File: src/rtl/trap_sequencer.sv
// Machine-mode trap sequencer: on an exception it freezes the pipeline, writes
// mepc, mcause and mtval through the CSR write port one per cycle, then jumps to mtvec.
module trap_sequencer #(
    parameter logic [11:0] ADDR_MEPC   = 12'h341,
    parameter logic [11:0] ADDR_MCAUSE = 12'h342,
    parameter logic [11:0] ADDR_MTVAL  = 12'h343,
    parameter logic [31:0] CAUSE_ROM   = 32'd1,
    parameter logic [31:0] CAUSE_OP    = 32'd2,
    parameter logic [31:0] CAUSE_RAM   = 32'd5
) (
    input  logic        clk,
    input  logic        rst,
    input  logic [31:0] instr,
    input  logic [15:0] rom_addr,
    input  logic [15:0] ram_addr,
    input  logic        exc_rom,
    input  logic        exc_op,
    input  logic        exc_ram,
    input  logic        mret,
    input  logic [31:0] mtvec,
    input  logic [31:0] mepc,
    input  logic        csr_w_i,
    input  logic [11:0] csr_i,
    input  logic [31:0] wd_i,
    output logic        csr_w_o,
    output logic [11:0] csr_o,
    output logic [31:0] wd_o,
    output logic        stall,
    output logic        pc_load,
    output logic [31:0] pc_target,
    output logic        trap_active
);

    typedef enum logic [2:0] {
        IDLE       = 3'd0,
        SAVE_EPC   = 3'd1,
        SAVE_CAUSE = 3'd2,
        SAVE_TVAL  = 3'd3,
        JUMP       = 3'd4
    } state_t;

    state_t      state_q, state_d;
    logic [31:0] epc_q, epc_d;
    logic [31:0] cause_q, cause_d;
    logic [31:0] tval_q, tval_d;
    logic        trap_active_q, trap_active_d;

    logic        exc_any_s;
    logic        csr_w_s;
    logic [11:0] csr_s;
    logic [31:0] wd_s;
    logic        stall_s;
    logic        pc_load_s;
    logic [31:0] pc_target_s;

    // ROM faults outrank opcode faults, which outrank RAM faults.
    function automatic logic [31:0] sel_cause(input logic rom_f, input logic op_f);
        logic [31:0] c;
        if (rom_f) begin
            c = CAUSE_ROM;
        end else if (op_f) begin
            c = CAUSE_OP;
        end else begin
            c = CAUSE_RAM;
        end
        return c;
    endfunction

    function automatic logic [31:0] sel_tval(input logic rom_f, input logic op_f,
                                             input logic [15:0] pc,
                                             input logic [31:0] ins,
                                             input logic [15:0] daddr);
        logic [31:0] v;
        if (rom_f) begin
            v = {16'h0000, pc};
        end else if (op_f) begin
            v = ins;
        end else begin
            v = {16'h0000, daddr};
        end
        return v;
    endfunction

    assign exc_any_s = exc_rom | exc_op | exc_ram;

    // Next-state, trap-record latching and unmasked port values.
    always_comb begin
        state_d     = state_q;
        epc_d       = epc_q;
        cause_d     = cause_q;
        tval_d      = tval_q;
        csr_w_s     = 1'b0;
        csr_s       = 12'h000;
        wd_s        = 32'h0000_0000;
        stall_s     = 1'b0;
        pc_load_s   = 1'b0;
        pc_target_s = 32'h0000_0000;
        case (state_q)
            IDLE: begin
                if (exc_any_s) begin
                    // The faulting instruction's own CSR write and any mret are dropped.
                    stall_s = 1'b1;
                    epc_d   = {16'h0000, rom_addr};
                    cause_d = sel_cause(exc_rom, exc_op);
                    tval_d  = sel_tval(exc_rom, exc_op, rom_addr, instr, ram_addr);
                    state_d = SAVE_EPC;
                end else begin
                    csr_w_s = csr_w_i;
                    csr_s   = csr_i;
                    wd_s    = wd_i;
                    if (mret) begin
                        pc_load_s   = 1'b1;
                        pc_target_s = mepc;
                    end else begin
                        pc_load_s   = 1'b0;
                        pc_target_s = 32'h0000_0000;
                    end
                end
            end
            SAVE_EPC: begin
                csr_w_s = 1'b1;
                csr_s   = ADDR_MEPC;
                wd_s    = epc_q;
                stall_s = 1'b1;
                state_d = SAVE_CAUSE;
            end
            SAVE_CAUSE: begin
                csr_w_s = 1'b1;
                csr_s   = ADDR_MCAUSE;
                wd_s    = cause_q;
                stall_s = 1'b1;
                state_d = SAVE_TVAL;
            end
            SAVE_TVAL: begin
                csr_w_s = 1'b1;
                csr_s   = ADDR_MTVAL;
                wd_s    = tval_q;
                stall_s = 1'b1;
                state_d = JUMP;
            end
            JUMP: begin
                stall_s     = 1'b1;
                pc_load_s   = 1'b1;
                pc_target_s = mtvec;
                state_d     = IDLE;
            end
            default: begin
                state_d = IDLE;
            end
        endcase
        trap_active_d = (state_d != IDLE);
    end

    // Port drive: every combinational output is held low while reset is asserted.
    always_comb begin
        if (rst) begin
            csr_w_o   = 1'b0;
            csr_o     = 12'h000;
            wd_o      = 32'h0000_0000;
            stall     = 1'b0;
            pc_load   = 1'b0;
            pc_target = 32'h0000_0000;
        end else begin
            csr_w_o   = csr_w_s;
            csr_o     = csr_s;
            wd_o      = wd_s;
            stall     = stall_s;
            pc_load   = pc_load_s;
            pc_target = pc_target_s;
        end
    end

    // State, trap record and trap_active registers.
    always_ff @(posedge clk or posedge rst) begin
        if (rst) begin
            state_q       <= IDLE;
            epc_q         <= 32'h0000_0000;
            cause_q       <= 32'h0000_0000;
            tval_q        <= 32'h0000_0000;
            trap_active_q <= 1'b0;
        end else begin
            state_q       <= state_d;
            epc_q         <= epc_d;
            cause_q       <= cause_d;
            tval_q        <= tval_d;
            trap_active_q <= trap_active_d;
        end
    end

    assign trap_active = trap_active_q;

endmodule

File: config.mk
export PLATFORM = sky130hd
export DESIGN_NAME = trap_sequencer
export DESIGN_NICKNAME = d
export VERILOG_FILES = /design/src/rtl/trap_sequencer.sv
export SDC_FILE = /design/constraint.sdc
export NUM_CORES = 1
export LEC_CHECK = 0
export CAP_MARGIN = 10
export CORE_UTILIZATION = 32
export DETAILED_ROUTE_END_ITERATION = 12
export GPL_ROUTABILITY_DRIVEN = 0
export PLACE_DENSITY = 0.74
export SLEW_MARGIN = 20
export SYNTH_ARGS = -nofsm -noshare
export SYNTH_HDL_FRONTEND = slang
export SYNTH_SLANG_ARGS = --single-unit
File: constraint.sdc
create_clock -name clk -period 1.5 [get_ports clk]
set_input_delay 0.15 -clock clk [delete_from_list [all_inputs] [get_ports clk]]
set_output_delay 0.15 -clock clk [all_outputs]
set_load 0.005 [all_outputs]
# Word level (Yosys, flattened, before mapping)
# Cells that the tools add are included.
# word_totals
mem_bits_ro,0
n_memories,0
elab_cells,42
in_bits,179
latch_bits,0
regBits,84
ram_bits,0
out_inout_bits,80
# classes
n_div,0
n_shift,0
bitwise_logic,2
n_eq_ne,4
mul,0
add_sub_neg,0
n_reduce_logical,5
n_lt_le_gt_ge,0
muxes,26
# op_table
cell,n
two-way mux 32 bit,7
case mux 32 bit (4 select lines),1
case mux 32 bit (2 select lines),1
case mux 12 bit (4 select lines),1
two-way mux 12 bit,2
case mux 3 bit (4 select lines),1
two-way mux 3 bit,3
two-way mux 1 bit,7
equality test 3 x 2 -> 1 bit (second input constant),2
case mux 1 bit (2 select lines),3
OR reduction 4 bit,1
equality test 3 x 1 -> 1 bit (second input constant),1
equality test 3 bit (second input constant),1
zero test 3 bit,1
nonzero test 3 bit,1
OR reduction 3 bit,1
bitwise OR 1 bit,2
AND reduction 2 bit,1

# Logic depth before layout (Yosys ltp)
# Gate-level depths: netlist of run 1.
# logic_depth
ltp_word,5
depth_mapped,6
ltp_nobuf,3

# Least setup slack after synthesis of run 1
# OpenSTA, ideal clock, no wires.
# synth_path
kind,reg2out
startpoint,register state_q[0]
endpoint,output pc_target[14]
t_arrival_ps,1352
path_stages_with_launch,7
slack_ps,-2
cell_sequence,dfrtp_1 -> buf_2 -> nor3_1 -> buf_2 -> buf_2 -> nand2_1 -> o21ai_0
# synth_between
elab_chain_cells,3
# synth_rtl
item,line_no,source
start: declaration,42,"state_t state_q, state_d;"
start signal: assignment,182,state_q <= state_d;
equality test 3 bit / zero test 3 bit (equally long branches),98,case (state_q)
case mux 32 bit (2 select lines) (*),98,
two-way mux 32 bit (*),156,if (rst) begin
end: declaration,30,"output logic [31:0] pc_target,"
# Mark *: on every way between the ends. The rest lies on a longest branch, timed or not.

# Worst setup path after layout of run 1
# layout_path
startpoint,register state_q[1]
endpoint,output pc_target[8]
# The elaborated chain is that of the path after synthesis.

==> summary.txt, run 1 <==
Status: finished with violations
Failing checks: setup timing
Row cnt: 39
Max_cap viols: 0
Final Skew: 0.00819 ns
Vias post-DR: 4772
Final setup fails: 129
P&R area growth vs syn: 120%
Maximum root-to-sink buffer count: 2
DIE AREA: 0.0121 mm^2
Crit path launch type: register
Setup TNS: -45.06 ns
Slew Limit Headroom: 67.5%
Syn avg cell area: 8.84 um^2
P_leak: 0.00370 uW
Global-route wire length before repair: 23.9 mm
Area of the multi-input gates: 0.00285 mm^2
Part of the Yosys area used for sequential elements: 36.7%
Top cell type's share of synthesized area: 36.7%
RSZ-0062 raised after global routing: yes
Path type of the worst min-delay path: input port to async pin
Post-Syn Nets: 603
Max-slew violation count: 0
YS warnings: 0
Post-detail-place hpwl: 11.3 mm
Clock sink count: 55
Mapped Cells: 424
Via density: 5.36
Arrival time worst endpoint: 1.85 ns
Initial core utilization: 32.8%
Area after DPL: 0.00673 mm^2
Post-route cell area: 0.00825 mm^2
Core box area: 0.0114 mm^2
Reg clk slew, reported paths: 0.07 ns
Yosys cell types: 35
Fill cells: 850
GR peak layer: met2
Async S/R FF share, synth: 100%
Period utilisation layout: 133%
Yosys reg bits: 55
CP Max Fanout: 6
Mapped Area: 0.00375 mm^2
Worst setup margin: -0.498 ns
Met2 Usage GRT: 49.0%
Root Driver: clkbuf_16
Ys flop type: dfrtp_1
WL per Instance: 19.9 um
Die height: 110 um
Nets: 925
Number of flops mapped to enable cells by yosys: 0
H-tree levels: 2
Largest area contributor in the netlist: dfrtp_1
Post-route minimum period: 2.00 ns
IO buf count: 258
Largest net degree at the start of global routing: 38
P per Cell Area: 1600 mW/mm^2
Remaining Overflow, GRT: 0
Vias in the first global route: 4729
Antenna Nets Post-Route: 0
Met3 Usage GRT: 5.17%
DRC: 0
Clk Latency, worst-skew pair: 0.30 ns
Share of layout cells above drive strength 1: 45.8%
Critical path class: register to primary output
Top post-synthesis cells by area: dfrtp_1, mux2_1, a32oi_1
Pre-antenna DRT Iters: 4
Place WS: -0.745 ns
Fmax: 500 MHz
Crit path required time: 1.35 ns
Inst Count DP: 821
Number of CTS-inserted buffers: 5
VDD IR max: 0.000895 V
Chip width: 110 um
CTS tree: yes
Routed wire length: 17.7 mm
Reg area: 0.00138 mm^2
Ports: 259
Worst-margin pin slew: 0.488 ns
CTS Hold Bufs: 0
Hold Violations, Final: 0
Finished Layout Cells: 891
DR iter-0 viols: 250
Worst setup EP type: primary output
Overall routing resource usage: 25.8%
Worst R2R Setup Slack: -0.33 ns
Met1 usage in global routing: 28.8%
Initial antenna violation count: 1
==> stage by stage <==
stage | hold slack, ns | power, uW | util [%]
after floorplan | 0.282 | 5550 | -
after global placement | 0.466 | 7880 | 59.0
after detailed placement | 0.479 | 8070 | 59.0
after CTS | 0.447 | 12200 | 67.4
after global routing | 0.478 | 13800 | 72.2
final | 0.444 | 13200 | 72.2
==> placed cells by master, fill, tap and decap left out, types with 13 or more instances in the layout <==
| cell | instances |
|---|---|
| o21ai_1 | 15 |
| buf_2 | 72 |
| buf_4 | 29 |
| buf_8 | 13 |
| nor2_1 | 32 |
| buf_12 | 20 |
| o21ai_2 | 17 |
| nand3_1 | 17 |
| nand2_1 | 39 |
| o21ai_0 | 16 |
| a22o_1 | 16 |
| mux2i_1 | 16 |
| nand3_2 | 16 |
| mux2_4 | 41 |
| buf_6 | 37 |
| a32oi_2 | 17 |
| clkdlybuf4s50_1 | 177 |
| dfrtp_1 | 52 |
==> sequential cells by signal, summed over array words and instances, names as in the netlist <==
signal,count
cause_q,3
epc_q,16
state_q,3
trap_active,1
tval_q,32
==> logic make-up (layout without fill, tap and decap cells) <==
| kind of cell | Yosys count | in the layout | synth area share [%] |
|---|---|---|---|
| other cells | 0 | 1 | 0 |
| flops | 55 | 55 | 36.7 |
| compound gates | 112 | 112 | 20.0 |
| simple gates | 144 | 144 | 17.6 |
| buf+inv | 48 | 371 | 6.74 |
| mux | 64 | 64 | 18.7 |
| xor+xnor | 1 | 1 | 0.234 |
==> repair_timing <==
action | CTS | global route
gates resized for setup | 486 | 119
gates cloned | 10 | 4
hold endpoints to repair | 0 | 0
setup endpoints to repair | 129 | 130
pin swaps | 70 | 67
setup buffers | 43 | 16
==> per-layer routing <==
metal / part of all wire, % / vias up
met3: 7.8 / 32
met2: 52 / 221
li1: - / 2192
met5: 0 / -
met4: 2.2 / 0
met1: 38 / 2327
==> worst paths after layout <==
check,from,end,cells past startpoint
setup / recovery,state_q[1],pc_target[8],8
hold / removal,rst,state_q[0],4
setup reg to reg,state_q[0],tval_q[20],8
hold reg to reg,tval_q[30],tval_q[30],1
max in group asynchronous,rst,state_q[2],4
min in group clk,instr[19],tval_q[19],2
==> cell type report <==
| cell class | instances | area share, % |
|---|---|---|
| Clock inverter | 3 | 0.334 |
| Antenna cell | 1 | 0.0303 |
| Clock buffer | 5 | 1.52 |
| Timing Repair Buffer | 361 | 44.6 |
| Inverter | 2 | 0.0910 |
| Multi-Input combinational cell | 321 | 34.6 |
| Tap cell | 143 | 2.17 |
| Sequential cell | 55 | 16.7 |
==> where the power goes <==
| group | switching [uW] | internal [uW] | leakage (uW) | total (uW) |
|---|---|---|---|---|
| clock | 567 | 635 | 0.0000719 | 1200 |
| sequential | 566 | 2250 | 0.000675 | 2810 |
| combinational | 3690 | 5520 | 0.00295 | 9210 |
| total | 4820 | 8400 | 0.00370 | 13200 |
==> critical path, cell delays in order, from the launching register on <==
cell	delay [ns]
dfrtp_2	0.49
nor3_4	0.27
buf_12	0.15
buf_8	0.11
buf_12	0.11
buf_12	0.11
nand3_2	0.09
o21ai_2	0.10
buf_2	0.12
==> synth_stat cells, types with 3 or more instances <==
cell type   n
a22o_1     16
a22oi_1     3
nor3_1      4
dfrtp_1    55
mux2_2     19
clkbuf_1   19
buf_6       4
and2_1      7
nand2_1    48
a32oi_1    29
buf_2      19
a21oi_1    10
mux2i_1    16
mux2_1     29
o21ai_0    46
nor2_1     38
nand3_1    36
Power figures use the tool's default switching activity.
==> inputs of run 2 (changes only) <==
--- a/config.mk
+++ b/config.mk
@@ -9,7 +9,7 @@
 export CORE_UTILIZATION = 32
 export DETAILED_ROUTE_END_ITERATION = 12
 export GPL_ROUTABILITY_DRIVEN = 0
-export PLACE_DENSITY = 0.74
+export PLACE_DENSITY = 0.77
 export SLEW_MARGIN = 20
 export SYNTH_ARGS = -nofsm -noshare
 export SYNTH_HDL_FRONTEND = slang
==> summary.txt, run 2 (synthesis results as in run 1) <==
Pre-antenna DRT Iters: 4
VDD IR max: 0.000921 V
WL per Instance: 21.0 um
Largest net degree at the start of global routing: 27
Final Skew: 0.0123 ns
DR iter-0 viols: 337
P per Cell Area: 1540 mW/mm^2
Worst setup margin: -0.597 ns
Most used cell, CP: buf_12
Final setup fails: 129
Worst path bufs/invs: 4
Place WS: -0.801 ns
Path type of the worst min-delay path: input port to async pin
Chip width: 110 um
Worst-margin pin slew: 0.325 ns
Core box area: 0.0114 mm^2
Overall routing resource usage: 27.7%
Via density: 5.38
Vias post-DR: 4744
CTS Hold Bufs: 0
Arrival time worst endpoint: 1.95 ns
Status: finished with violations
Most frequent cells in the layout: clkdlybuf4s50_1, buf_2, dfrtp_1
Initial antenna violation count: 1
Initial core utilization: 32.8%
H-tree levels: 2
Net Sw Frac: 37.5%
Fmax: 477 MHz
CTS tree: yes
Hold Slack: 0.353 ns
Global-route wire length before repair: 25.0 mm
Remaining Overflow, GRT: 0
Clock sink count: 55
Clock share of power: 9.9%
Worst setup EP type: primary output
CP delay by family, top: buffers and inverters
Routed wire length: 18.5 mm
Period utilisation layout: 140%
P&R area growth vs syn: 113%
Most flops, register: tval_q
Die height: 110 um
Int Pwr: 7710 uW
Logic pwr share: 67.7%
Flop pwr share: 22.3%
Row cnt: 39
Crit path launch type: register
Biggest regs: tval_q x32, epc_q x16
Total power draw: 12300 uW
Max_cap viols: 0
Critical path class: register to primary output
Max-slew violation count: 0
IO buf count: 258
Hold Violations, Final: 0
Slowest cell on crit path: dfrtp_2
Ports: 259
Ant diodes: 0
Number of CTS-inserted buffers: 5
Vias in the first global route: 4773
Critical Path Max Stage Delay: 0.45 ns
Reg clk slew, reported paths: 0.08 ns
Post-detail-place hpwl: 11.6 mm
Failing checks: setup timing
Share of layout cells above drive strength 1: 43.8%
Root Driver: clkbuf_16
Post-route cell area: 0.00800 mm^2
Area after DPL: 0.00673 mm^2
Most common cell after layout, fill and taps aside: clkdlybuf4s50_1
Slew Limit Headroom: 78.4%
Maximum root-to-sink buffer count: 2
Antenna Nets Post-Route: 0
Switch Pwr: 4630 uW
DRC: 0
Critical path cell sequence: nor3_4 -> buf_6 -> nand3_4 -> buf_12 -> buf_12 -> o21ai_1 -> buf_2
P_leak: 0.00353 uW
RSZ-0062 raised after global routing: yes
Crit path required time: 1.35 ns
Nets: 916
Clk Latency, worst-skew pair: 0.30 ns
DIE AREA: 0.0121 mm^2
Max reg flops: 32
Post-route minimum period: 2.10 ns
CP Max Fanout: 8
-- run 2: cell count changes in the layout (fill, tap and decap cells not counted), moves of 4 or more --
| cell | delta |
|---|---|
| nand3_2 | -12 |
| mux2_4 | -14 |
| nand3_4 | +5 |
| nand2_2 | +6 |
| mux2_1 | +12 |
| buf_8 | -4 |
| nand2_1 | -7 |
| o21ai_2 | +7 |
| nand3_1 | +7 |
| o21ai_1 | -7 |
-- run 2: power groups by stage --
stage	combinational [uW]	clock, uW	sequential, uW
2_1_floorplan	3020	0	2530
3_3_place_gp	5180	0	2640
3_5_place_dp	5330	0	2680
4_1_cts	7500	1250	2700
5_1_grt	8850	1310	2840
6_report	8360	1230	2750
-- run 2: area by class of cell --
class,instances,area [um^2]
repair buffers,352,3470
fillers,848,3420
multi-input cells,321,2810
flip-flops and latches,55,1380
well taps,143,179
clock buffers,6,139
clock inverters,2,18.8
inverters,2,7.51
-- run 2: metrics by stage --
stage	instances	TNS [ns]	util [%]
6_report	881	-46.96	70.1
3_3_place_gp	821	-73.77	59.0
5_1_grt	881	-55.42	70.1
2_1_floorplan	424	-0.0244	-
4_1_cts	875	-46.39	66.0
3_5_place_dp	821	-78.11	59.0
-- run 2: final timing paths --
kind	cells past startpoint	slack, ns	from	end
hold / removal	3	0.35	rst	state_q[2]
setup reg to reg	6	-0.31	state_q[0]	epc_q[6]
setup / recovery	7	-0.60	state_q[0]	pc_target[0]
hold reg to reg	1	0.50	tval_q[10]	tval_q[10]
max in group asynchronous	4	0.63	rst	state_q[0]
min in group clk	3	0.44	exc_ram	cause_q[2]
-- run 2: worst register-to-register path: cells and delay by family (launching register included) --
family | cells | cell delay [ns]
multiplexers | 1 | 0.33
AND/OR/NAND/NOR | 2 | 0.32
flip-flops | 1 | 0.45
buffers and inverters | 3 | 0.58
-- run 2: per-layer routing --
layer / track usage, % / routed length [um]
met1: 30.4 / 6480
met2: 49.2 / 9410
met3: 7.05 / 1720
met4: 14.7 / 844
met5: 0 / 13
-- run 2: what timing repair did --
item	CTS	global route
setup buffers	38	8
gates cloned	8	3
resized for setup	469	100
pin swaps	70	46
endpoints found under the setup margin	129	130
==> inputs of run 3 (changes only) <==
--- a/config.mk
+++ b/config.mk
@@ -6,10 +6,11 @@
 export NUM_CORES = 1
 export LEC_CHECK = 0
 export CAP_MARGIN = 10
-export CORE_UTILIZATION = 32
+export CORE_UTILIZATION = 39
 export DETAILED_ROUTE_END_ITERATION = 12
 export GPL_ROUTABILITY_DRIVEN = 0
-export PLACE_DENSITY = 0.77
+export HOLD_SLACK_MARGIN = 0.06
+export PLACE_DENSITY = 0.88
 export SLEW_MARGIN = 20
 export SYNTH_ARGS = -nofsm -noshare
 export SYNTH_HDL_FRONTEND = slang
==> constraint.sdc (replaced) <==
create_clock -name clk -period 2.5 [get_ports clk]
set_input_delay 0.25 -clock clk [delete_from_list [all_inputs] [get_ports clk]]
set_output_delay 0.25 -clock clk [all_outputs]
set_load 0.005 [all_outputs]
==> summary.txt, run 3 (synthesis results as in run 1) <==
Die height: 100 um
Final Util: 72.2%
Path type of the worst min-delay path: input port to async pin
Via density: 5.47
Most frequent cells in the layout: clkdlybuf4s50_1, dfrtp_1, nand2_1
Antenna Nets Post-Route: 0
Most used cell, CP: buf_4
Pre-antenna DRT Iters: 5
Status: completed
Remaining Overflow, GRT: 0
CTS tree: yes
P&R area growth vs syn: 78.8%
Arrival time worst endpoint: 2.22 ns
P per Cell Area: 782 mW/mm^2
VDD IR max: 0.000473 V
DRC: 0
Initial antenna violation count: 0
Vias in the first global route: 4361
Final setup fails: 0
Most common cell after layout, fill and taps aside: clkdlybuf4s50_1
CP delay by family, top: buffers and inverters
CTS Hold Bufs: 0
Slew Limit Headroom: 53.6%
Row cnt: 35
IO buf count: 258
Worst setup EP type: primary output
Number of CTS-inserted buffers: 5
Ant diodes: 0
RSZ-0062 raised after global routing: yes
Maximum root-to-sink buffer count: 2
Max-slew violation count: 0
Crit path launch type: register
Slowest cell on crit path: clkdlybuf4s50_1
Setup TNS: 0 ns
Overall routing resource usage: 27.2%
Clk Latency, worst-skew pair: 0.31 ns
Share of layout cells above drive strength 1: 10.0%
Crit path required time: 2.25 ns
Ports: 259
Fmax: 405 MHz
DIE AREA: 0.0100 mm^2
Critical path cell sequence: buf_4 -> nor3_4 -> buf_4 -> a32oi_1 -> nor2_1 -> clkdlybuf4s50_1
Final Skew: 0.0112 ns
P_leak: 0.00272 uW
Reg area: 0.00138 mm^2
Post-route minimum period: 2.47 ns
Critical Path Max Stage Delay: 0.54 ns
Worst-margin pin slew: 0.695 ns
Reg clk slew, reported paths: 0.09 ns
Post-detail-place hpwl: 11.2 mm
Root Driver: clkbuf_8
Max reg flops: 32
Core box area: 0.00928 mm^2
Largest net degree at the start of global routing: 66
Biggest regs: tval_q x32, epc_q x16
Global-route wire length before repair: 21.4 mm
CP Max Fanout: 14
Worst path bufs/invs: 3
Hold Violations, Final: 0
H-tree levels: 2
DR iter-0 viols: 205
Fill cells: 699
Area of the multi-input gates: 0.00217 mm^2
Initial core utilization: 40.4%
Most flops, register: tval_q
Vias post-DR: 4358
Chip width: 100 um
Nets: 846
Critical path class: register to primary output
WL per Instance: 18.2 um
Max_cap viols: 0
Period utilisation layout: 98.9%
Routed wire length: 14.5 mm
Clock sink count: 55
## run 3: cell count changes in the layout (fill, tap and decap cells not counted), sizes merged
| cell | previous run | this run |
|---|---|---|
| dlymetal6s2s | 0 | 9 |
| bufinv | 0 | 1 |
| clkbuf | 8 | 7 |
| clkinvlp | 1 | 0 |
| buf | 169 | 23 |
| clkdlybuf4s50 | 176 | 249 |
| dlygate4sd2 | 3 | 0 |
| clkdlybuf4s15 | 2 | 0 |
## run 3: metrics by stage
| stage | hold slack, ns | worst slack [ns] | instances | cell area [um^2] | total power (uW) |
|---|---|---|---|---|---|
| floorplan | 0.382 | 0.898 | 424 | 3750 | 3330 |
| global placement | 0.467 | 0.0469 | 787 | 6480 | 4390 |
| detailed placement | 0.475 | 0.00544 | 787 | 6480 | 4520 |
| CTS | 0.360 | 0.00732 | 795 | 6600 | 5150 |
| global route | 0.436 | -0.0660 | 797 | 6700 | 5580 |
| finish | 0.403 | 0.0284 | 797 | 6700 | 5240 |
## run 3: routing by layer
layer  vias up  routed length [um]  global-route usage, %
met1      2093                5310                   29.4
met5         -                   0                      0
li1       2020                   -                      -
met3        34                1080                   5.85
met4         0                 544                   11.5
met2       211                7550                   51.3
## run 3: path summary, 6_finish.rpt
kind / to / cells past startpoint / from / slack [ns]
max reg2reg: tval_q[29] / 5 / state_q[0] / 0.45
max: wd_o[31] / 6 / state_q[0] / 0.03
max in group asynchronous: state_q[0] / 3 / rst / 1.54
min in group clk: tval_q[13] / 1 / tval_q[13] / 0.50
min: trap_active / 2 / rst / 0.40
min reg2reg: tval_q[13] / 1 / tval_q[13] / 0.50
## run 3: where the power goes
part	internal [uW]	switching, uW	total (uW)
registers	1340	288	1630
logic	1590	1400	2990
clock network	330	292	622
total	3260	1980	5240
## run 3: area by class of cell
cell class,count,share of cell area [%]
Tap cell,129,2.41
Clock inverter,2,0.579
Inverter,2,0.112
Sequential cell,55,20.6
Timing Repair Buffer,282,42.7
Clock buffer,6,1.23
Multi-Input combinational cell,321,32.4
## run 3: worst register-to-register path: cells and delay by family, from the launching register on
kind                   cells  cell delay [ns]
buffers and inverters      2             0.41
AOI/OAI and AO/OA          1             0.27
and+or+nand+nor            2             0.84
DFF                        1             0.47
## run 3: repair_timing
| action | 4_1_cts | 5_1_grt |
|---|---|---|
| setup endpoints to repair | 21 | 66 |
| resized for setup | 2 | 35 |
| buffers inserted | 0 | 1 |
| gates cloned | 0 | 1 |
| pin swaps | 0 | 1 |
| hold endpoints to repair | 0 | 0 |
